==> src/rtl/uart_rx_bit_timer_pkg.sv <==
// Shared constants, frame configuration type and frame-length helper for the
// UART receive bit timer.
package uart_rx_bit_timer_pkg;

  localparam int unsigned DATA_BASE        = 5;
  localparam int unsigned MAX_FRAME_LEN    = 12;
  localparam int unsigned MIN_PRESCALE_DEF = 4;

  typedef struct packed {
    logic       par_en;
    logic [1:0] data_len;
    logic       stop2;
  } frame_cfg_t;

  // Start bit + data bits + optional parity + one or two stop bits (7..12).
  function automatic logic [3:0] frame_len(input logic       par_en,
                                           input logic [1:0] data_len,
                                           input logic       stop2);
    logic [3:0] stop_bits;
    stop_bits = stop2 ? 4'd2 : 4'd1;
    return 4'd1 + 4'(DATA_BASE) + {2'b00, data_len} + {3'b000, par_en} + stop_bits;
  endfunction

endpackage

==> src/rtl/uart_rx_bit_timer_if.sv <==
// Configuration and timing bundle between the RX FSM/sampler side (master)
// and the bit timer (slave).
interface uart_rx_bit_timer_if #(
  parameter int PRESCALE_W = 6,
  parameter int BIT_CNT_W  = 4
);

  logic                  enable;
  logic                  par_en;
  logic [1:0]            data_len;
  logic                  stop2;
  logic [PRESCALE_W-1:0] prescale;
  logic [BIT_CNT_W-1:0]  bit_cnt;
  logic [PRESCALE_W-1:0] edge_cnt;
  logic                  sample_stb;
  logic                  mid_stb;
  logic                  bit_done;
  logic                  frame_done;

  modport master (
    output enable, par_en, data_len, stop2, prescale,
    input  bit_cnt, edge_cnt, sample_stb, mid_stb, bit_done, frame_done
  );

  modport slave (
    input  enable, par_en, data_len, stop2, prescale,
    output bit_cnt, edge_cnt, sample_stb, mid_stb, bit_done, frame_done
  );

endinterface

==> src/rtl/uart_rx_bit_timer_edge_counter.sv <==
// Oversampling edge counter: counts 0..pe-1 per bit and decodes the
// majority-sample, mid-bit and last-edge strobes from the registered count.
module uart_edge_counter #(
  parameter int PRESCALE_W = 6
) (
  input  logic                  clk,
  input  logic                  rst_n,
  input  logic                  enable,
  input  logic [PRESCALE_W-1:0] pe,
  output logic [PRESCALE_W-1:0] edge_cnt,
  output logic                  bit_done,
  output logic                  sample_stb,
  output logic                  mid_stb
);

  logic [PRESCALE_W-1:0] last_edge;
  logic [PRESCALE_W-1:0] half;
  logic                  at_last;
  logic                  at_mid;

  // Strobe decode; pe is never below the clamp minimum, so half-1 cannot underflow.
  always_comb begin
    last_edge  = pe - PRESCALE_W'(1);
    half       = pe >> 1;
    at_last    = (edge_cnt == last_edge);
    at_mid     = (edge_cnt == half);
    bit_done   = enable & at_last;
    mid_stb    = enable & at_mid;
    sample_stb = enable & ((edge_cnt == (half - PRESCALE_W'(1))) | at_mid |
                           (edge_cnt == (half + PRESCALE_W'(1))));
  end

  // Edge counter: clears while disabled, wraps after the last edge of a bit.
  always_ff @(posedge clk or negedge rst_n) begin
    if (!rst_n) begin
      edge_cnt <= '0;
    end else if (!enable) begin
      edge_cnt <= '0;
    end else if (at_last) begin
      edge_cnt <= '0;
    end else begin
      edge_cnt <= edge_cnt + PRESCALE_W'(1);
    end
  end

endmodule

==> src/rtl/uart_rx_bit_timer.sv <==
// UART receive bit timer: shadows the frame configuration at frame start,
// counts bits per frame on top of the edge counter and flags the frame end.
module uart_rx_bit_timer
  import uart_rx_bit_timer_pkg::*;
#(
  parameter int PRESCALE_W   = 6,
  parameter int BIT_CNT_W    = 4,
  parameter int MIN_PRESCALE = MIN_PRESCALE_DEF
) (
  input  logic                clk,
  input  logic                rst_n,
  uart_rx_bit_timer_if.slave  bus
);

  localparam logic [PRESCALE_W-1:0] PE_MIN = PRESCALE_W'(MIN_PRESCALE);

  frame_cfg_t            cfg_sh;
  logic [PRESCALE_W-1:0] pe_sh;
  logic [PRESCALE_W-1:0] pe_req;
  logic [PRESCALE_W-1:0] pe_eff;
  logic [BIT_CNT_W-1:0]  bit_cnt;
  logic [BIT_CNT_W-1:0]  fl;
  logic [PRESCALE_W-1:0] edge_cnt;
  logic                  capture;
  logic                  last_bit;
  logic                  bit_done;
  logic                  sample_stb;
  logic                  mid_stb;

  // Capture window is idle or the very first edge of a frame; pe_eff also
  // guards the zeroed shadow seen right after reset.
  always_comb begin
    capture  = ~bus.enable | ((bit_cnt == BIT_CNT_W'(0)) & (edge_cnt == PRESCALE_W'(0)));
    pe_req   = (bus.prescale < PE_MIN) ? PE_MIN : bus.prescale;
    pe_eff   = (pe_sh < PE_MIN) ? PE_MIN : pe_sh;
    fl       = BIT_CNT_W'(frame_len(cfg_sh.par_en, cfg_sh.data_len, cfg_sh.stop2));
    last_bit = (bit_cnt == (fl - BIT_CNT_W'(1)));
  end

  // Configuration shadow registers, frozen for the rest of the frame.
  always_ff @(posedge clk or negedge rst_n) begin
    if (!rst_n) begin
      cfg_sh <= '0;
      pe_sh  <= '0;
    end else if (capture) begin
      cfg_sh <= '{par_en: bus.par_en, data_len: bus.data_len, stop2: bus.stop2};
      pe_sh  <= pe_req;
    end
  end

  uart_edge_counter #(
    .PRESCALE_W (PRESCALE_W)
  ) u_edge (
    .clk        (clk),
    .rst_n      (rst_n),
    .enable     (bus.enable),
    .pe         (pe_eff),
    .edge_cnt   (edge_cnt),
    .bit_done   (bit_done),
    .sample_stb (sample_stb),
    .mid_stb    (mid_stb)
  );

  // Bit counter: advances on each bit end and wraps straight into the next frame.
  always_ff @(posedge clk or negedge rst_n) begin
    if (!rst_n) begin
      bit_cnt <= '0;
    end else if (!bus.enable) begin
      bit_cnt <= '0;
    end else if (bit_done) begin
      bit_cnt <= last_bit ? BIT_CNT_W'(0) : (bit_cnt + BIT_CNT_W'(1));
    end
  end

  assign bus.bit_cnt    = bit_cnt;
  assign bus.edge_cnt   = edge_cnt;
  assign bus.sample_stb = sample_stb;
  assign bus.mid_stb    = mid_stb;
  assign bus.bit_done   = bit_done;
  assign bus.frame_done = bit_done & last_bit;

endmodule

==> src/flat_wrapper.sv <==
// flat-port wrapper written by rule: the top's interface ports become plain ports
module uart_rx_bit_timer_flat import uart_rx_bit_timer_pkg::*;
#(
  parameter int PRESCALE_W   = 6,
  parameter int BIT_CNT_W    = 4,
  parameter int MIN_PRESCALE = MIN_PRESCALE_DEF
)
  (clk, rst_n, bus_enable, bus_par_en, bus_data_len, bus_stop2, bus_prescale, bus_bit_cnt, bus_edge_cnt, bus_sample_stb, bus_mid_stb, bus_bit_done, bus_frame_done);
  uart_rx_bit_timer_if #(.PRESCALE_W(PRESCALE_W), .BIT_CNT_W(BIT_CNT_W)) bus_i ();
  input  logic clk;
  input  logic rst_n;
  input wire logic [$bits(bus_i.enable)-1:0] bus_enable;
  input wire logic [$bits(bus_i.par_en)-1:0] bus_par_en;
  input wire logic [$bits(bus_i.data_len)-1:0] bus_data_len;
  input wire logic [$bits(bus_i.stop2)-1:0] bus_stop2;
  input wire logic [$bits(bus_i.prescale)-1:0] bus_prescale;
  output wire logic [$bits(bus_i.bit_cnt)-1:0] bus_bit_cnt;
  output wire logic [$bits(bus_i.edge_cnt)-1:0] bus_edge_cnt;
  output wire logic [$bits(bus_i.sample_stb)-1:0] bus_sample_stb;
  output wire logic [$bits(bus_i.mid_stb)-1:0] bus_mid_stb;
  output wire logic [$bits(bus_i.bit_done)-1:0] bus_bit_done;
  output wire logic [$bits(bus_i.frame_done)-1:0] bus_frame_done;
  assign bus_i.enable = bus_enable;
  assign bus_i.par_en = bus_par_en;
  assign bus_i.data_len = bus_data_len;
  assign bus_i.stop2 = bus_stop2;
  assign bus_i.prescale = bus_prescale;
  assign bus_bit_cnt = bus_i.bit_cnt;
  assign bus_edge_cnt = bus_i.edge_cnt;
  assign bus_sample_stb = bus_i.sample_stb;
  assign bus_mid_stb = bus_i.mid_stb;
  assign bus_bit_done = bus_i.bit_done;
  assign bus_frame_done = bus_i.frame_done;
  uart_rx_bit_timer #(.PRESCALE_W(PRESCALE_W), .BIT_CNT_W(BIT_CNT_W), .MIN_PRESCALE(MIN_PRESCALE)) u_core (.clk(clk), .rst_n(rst_n), .bus(bus_i));
endmodule
==> config.mk <==
export PLATFORM = sky130hd
export DESIGN_NAME = uart_rx_bit_timer_flat
export DESIGN_NICKNAME = d
export VERILOG_FILES = /design/src/rtl/uart_rx_bit_timer_pkg.sv /design/src/rtl/uart_rx_bit_timer_if.sv /design/src/rtl/uart_rx_bit_timer_edge_counter.sv /design/src/rtl/uart_rx_bit_timer.sv /design/src/flat_wrapper.sv
export SDC_FILE = /design/constraint.sdc
export NUM_CORES = 1
export LEC_CHECK = 0
export CAP_MARGIN = 0
export CORE_UTILIZATION = 40
export DETAILED_ROUTE_END_ITERATION = 10
export PLACE_DENSITY_LB_ADDON = 0.12
export SLEW_MARGIN = 20
export SYNTH_ARGS = -nofsm -noshare
export SYNTH_HDL_FRONTEND = slang
export SYNTH_SLANG_ARGS = --single-unit
==> constraint.sdc <==
create_clock -name clk -period 4.36 [get_ports clk]
set_input_delay 0.872 -clock clk [delete_from_list [all_inputs] [get_ports clk]]
set_output_delay 0.872 -clock clk [all_outputs]
set_load 0.005 [all_outputs]
==> run_results.csv <==
group,metric,value,unit
logic_synthesis,syn-num-nets,218,
clock_tree,clkTransAtPathRegs,0.07,ns
clock_tree,cts_max_level,1,
routing,num_vias,1473,
logic_synthesis,syn-mean-instance-area,8.63,sq um
logic_synthesis,ys_top_cells_by_area,"dfrtp_1 30%, ha_1 8.3%, xnor2_1 6.9%, inv_1 4.5%, xor2_1 3.7%",
logic_synthesis,ys.flop_type,"dfrtp_1",
placed_design,gp_congestion,0.855,
cells_and_area,n_antenna_cell,0,
logic_synthesis,yosysTopAreaCellShare,0.302,
worst_hold_path,min_delay_worst_endpoint,"u_core.cfg_sh[1]",
clock_tree,cts_tree,"yes",
pwr,ir_drop,0.000177,V
die,die_w,66.4,microns
worst_hold_path,min_from,"u_core.cfg_sh[1]",
worst_hold_path,hold_depth,1,
die,dieArea,4410,sq um
timing,relSlewSlack,0.398,
global_route,grt_usage,0.184,
global_route,first_global_vias,1406,
routing,highest_layer,"met4",
global_route,grt_overflow,0,
timing,final.setup.tns,0,ns
timing,final_hold_viol_count,0,
global_route,antenna_found_initial,0,
clock_tree,cts-hold-fix-buffers,0,
timing,finClkSkew,0.00142,ns
setup_path,crit_chain,"o41ai_2 -> buf_4 -> ha_1 -> nand2_1 -> o211a_1 -> or4_1 -> and3_1 -> or2_1 -> nor2_1 -> clkdlybuf4s50_1",
placed_design,io_buffer_count,26,
timing,grt_setup_unrepaired,"no",
logic_synthesis,synthTopCellsByCount,"20 x dfrtp_1, 20 x inv_1, 13 x xnor2_1, 12 x o21ai_0",
setup_path,worstReg2RegEnd,"u_core.bus.bit_cnt[1]",
cells_and_area,area_growth,22.4,%
placed_design,dp_hpwl,2.81,mm
setup_path,r2r_cells,10,
cells_and_area,drive_above_1_share,0.102,
logic_synthesis,syn-instance-count,192,
routing,wl_met1,1.68,mm
routing,wl_met3,152,microns
timing,tightest_slew,0.900,ns
timing,setup-violations-final,0,
setup_path,crit_arrival,3.36,ns
logic_synthesis,ys_warn_count,0,
clock_tree,clock_sinks,20,
die,coreArea,4000,sq um
routing,wl,3.73,mm
logic_synthesis,yosysTopAreaCell,"dfrtp_1",
die,initial_core_util,0.414,
logic_synthesis,async_flop_share,1.00,
logic_synthesis,ys_ff_latch,20,
timing,max_freq,237,MHz
global_route,grt_first_pass_wirelength,6.17,mm
logic_synthesis,synth.distinct_cells,44,
clock_tree,clock_path_buffers,2,
clock_tree,cts_buffers,3,
routing,ant_nets,0,
die,io_pins,27,
logic_synthesis,synth_area,1660,sq um
pwr,p_leak,0.841,nW
placed_design,placed_area,1940,sq um
setup_path,rrSetupSlack,1.36,ns
routing,post_drt_wl_per_cell,14.1,microns
timing,finalMaxSlewViolations,0,
routing,firstDrtPassIters,4,
setup_path,end_kind,"output pin",
cells_and_area,stdcell_area,2030,sq um
clock_tree,cts_root_buffer,"clkbuf_8",
worst_hold_path,holdCritPathClass,"reg -> reg",
routing,wl_met2,1.82,mm
setup_path,crit_path_start_kind,"flop",
setup_path,critPathKind,"reg -> out",
pwr,p_per_area,324,nW/um^2
status,status,"complete, no violations",
timing,fin_crit_sh,0.970,
logic_synthesis,synth_edf_count,0,
logic_synthesis,synth-seq-area-share,0.302,
clock_tree,clk_latency,0.26,ns
die,rows,23,
routing,via_per_inst,5.56,
routing,first_iter_violations,36,
timing,whs,0.532,ns
setup_path,cp.required,3.49,ns
job,max-cap-violations,0,
cells_and_area,layout.nets,243,
setup_path,crit_path_max_fanout,8,
timing,min_period,4.23,ns
cells_and_area,final_core_util,0.507,
setup_path,critPathSlowestCell,"clkdlybuf4s50_1",
setup_path,crit_path_max_incr_delay,0.50,ns
setup_path,r2r_start,"u_core.pe_sh[5]",
global_route,grt_max_degree,21,
routing,drc,0,
die,die_h,66.4,microns
-- what timing repair did --
item                                    in CTS  in global routing
buffers inserted                             0                  3
endpoints found under the setup margin       0                  2
hold endpoints to repair                     0                  0
gates resized for setup                      0                  7
-- power by group --
part	internal [mW]	switching (mW)	total, mW
clock network	0.0616	0.0595	0.121
logic	0.143	0.146	0.289
registers	0.207	0.0397	0.247
-- state kept, by name, summed over array words and instances, names as in the netlist --
register and cells:
u_core.pe_sh 6, u_core.u_edge.edge_cnt 6, u_core.bus.bit_cnt 4, u_core.cfg_sh 4
-- final cells by class --
| type | instances | area (sq um) |
|---|---|---|
| clock buffers | 3 | 41.3 |
| flip-flops and latches | 20 | 505 |
| fillers | 374 | 1970 |
| well taps | 50 | 62.6 |
| inverters | 20 | 75.1 |
| repair buffers | 34 | 320 |
| multi-input cells | 138 | 1020 |
-- worst max path at each step --
stage / from / endpoint / slack [ns] / cells after the start
final: u_core.pe_sh[5] / bus_bit_done / 0.13 / 10
after detailed placement: u_core.pe_sh[5] / bus_bit_done / 0.31 / 9
after global placement: u_core.pe_sh[5] / bus_bit_done / 0.40 / 10
after floorplan: u_core.pe_sh[5] / bus_frame_done / 0.53 / 10
after CTS: u_core.pe_sh[5] / bus_bit_done / 0.02 / 9
after global routing: u_core.pe_sh[5] / bus_bit_done / 0.01 / 10
-- worst max-delay path, delay by kind of cell (launching register included) --
kind | cells | cell delay [ns]
buf+inv | 2 | 0.70
fa+ha+maj | 1 | 0.15
simple gates | 5 | 1.18
flops | 1 | 0.46
compound gates | 2 | 0.59
-- cell usage in the layout (no fill, tap or decap), types with 3 or more instances in the layout --
cell | netlist | layout
clkbuf_8 | 0 | 3
nand3_1 | 6 | 6
and3_1 | 5 | 5
o21ai_0 | 12 | 12
nor2b_1 | 3 | 3
mux2_2 | 3 | 3
xnor2_1 | 13 | 13
nor3_1 | 11 | 11
clkdlybuf4s50_1 | 0 | 26
or4_1 | 4 | 4
a21oi_1 | 4 | 4
nor2_1 | 11 | 10
dfrtp_2 | 0 | 4
ha_1 | 11 | 11
buf_4 | 2 | 8
nand2_1 | 11 | 11
dfrtp_1 | 20 | 16
inv_1 | 20 | 20
xor2_1 | 7 | 7
-- layer usage --
metal | vias up | global-route usage
met2 | 42 | 0.314
met1 | 708 | 0.225
li1 | 715 | -
met4 | 0 | 0.0665
met5 | - | 0
met3 | 8 | 0.0431
-- cell families (layout without fill, tap and decap cells) --
family / after synthesis / count (layout) / share of synthesized area
buffers and inverters: 34 / 57 / 0.0906
adder cells (fa/ha/maj): 13 / 13 / 0.107
AND/OR/NAND/NOR: 65 / 65 / 0.211
multiplexers: 5 / 5 / 0.0325
XOR/XNOR: 21 / 21 / 0.119
AO/OA/AOI/OAI: 34 / 34 / 0.137
flip-flops: 20 / 20 / 0.302
-- through the flow --
| step | instances | total power [mW] | worst slack [ns] |
|---|---|---|---|
| 6_report | 265 | 0.657 | 0.133 |
| 5_1_grt | 265 | 0.703 | 0.00994 |
| 4_1_cts | 262 | 0.645 | 0.0180 |
| 3_5_place_dp | 259 | 0.523 | 0.315 |
| 3_3_place_gp | 259 | 0.511 | 0.397 |
| 2_1_floorplan | 192 | 0.451 | 0.526 |
Power figures use the tool's default switching activity.
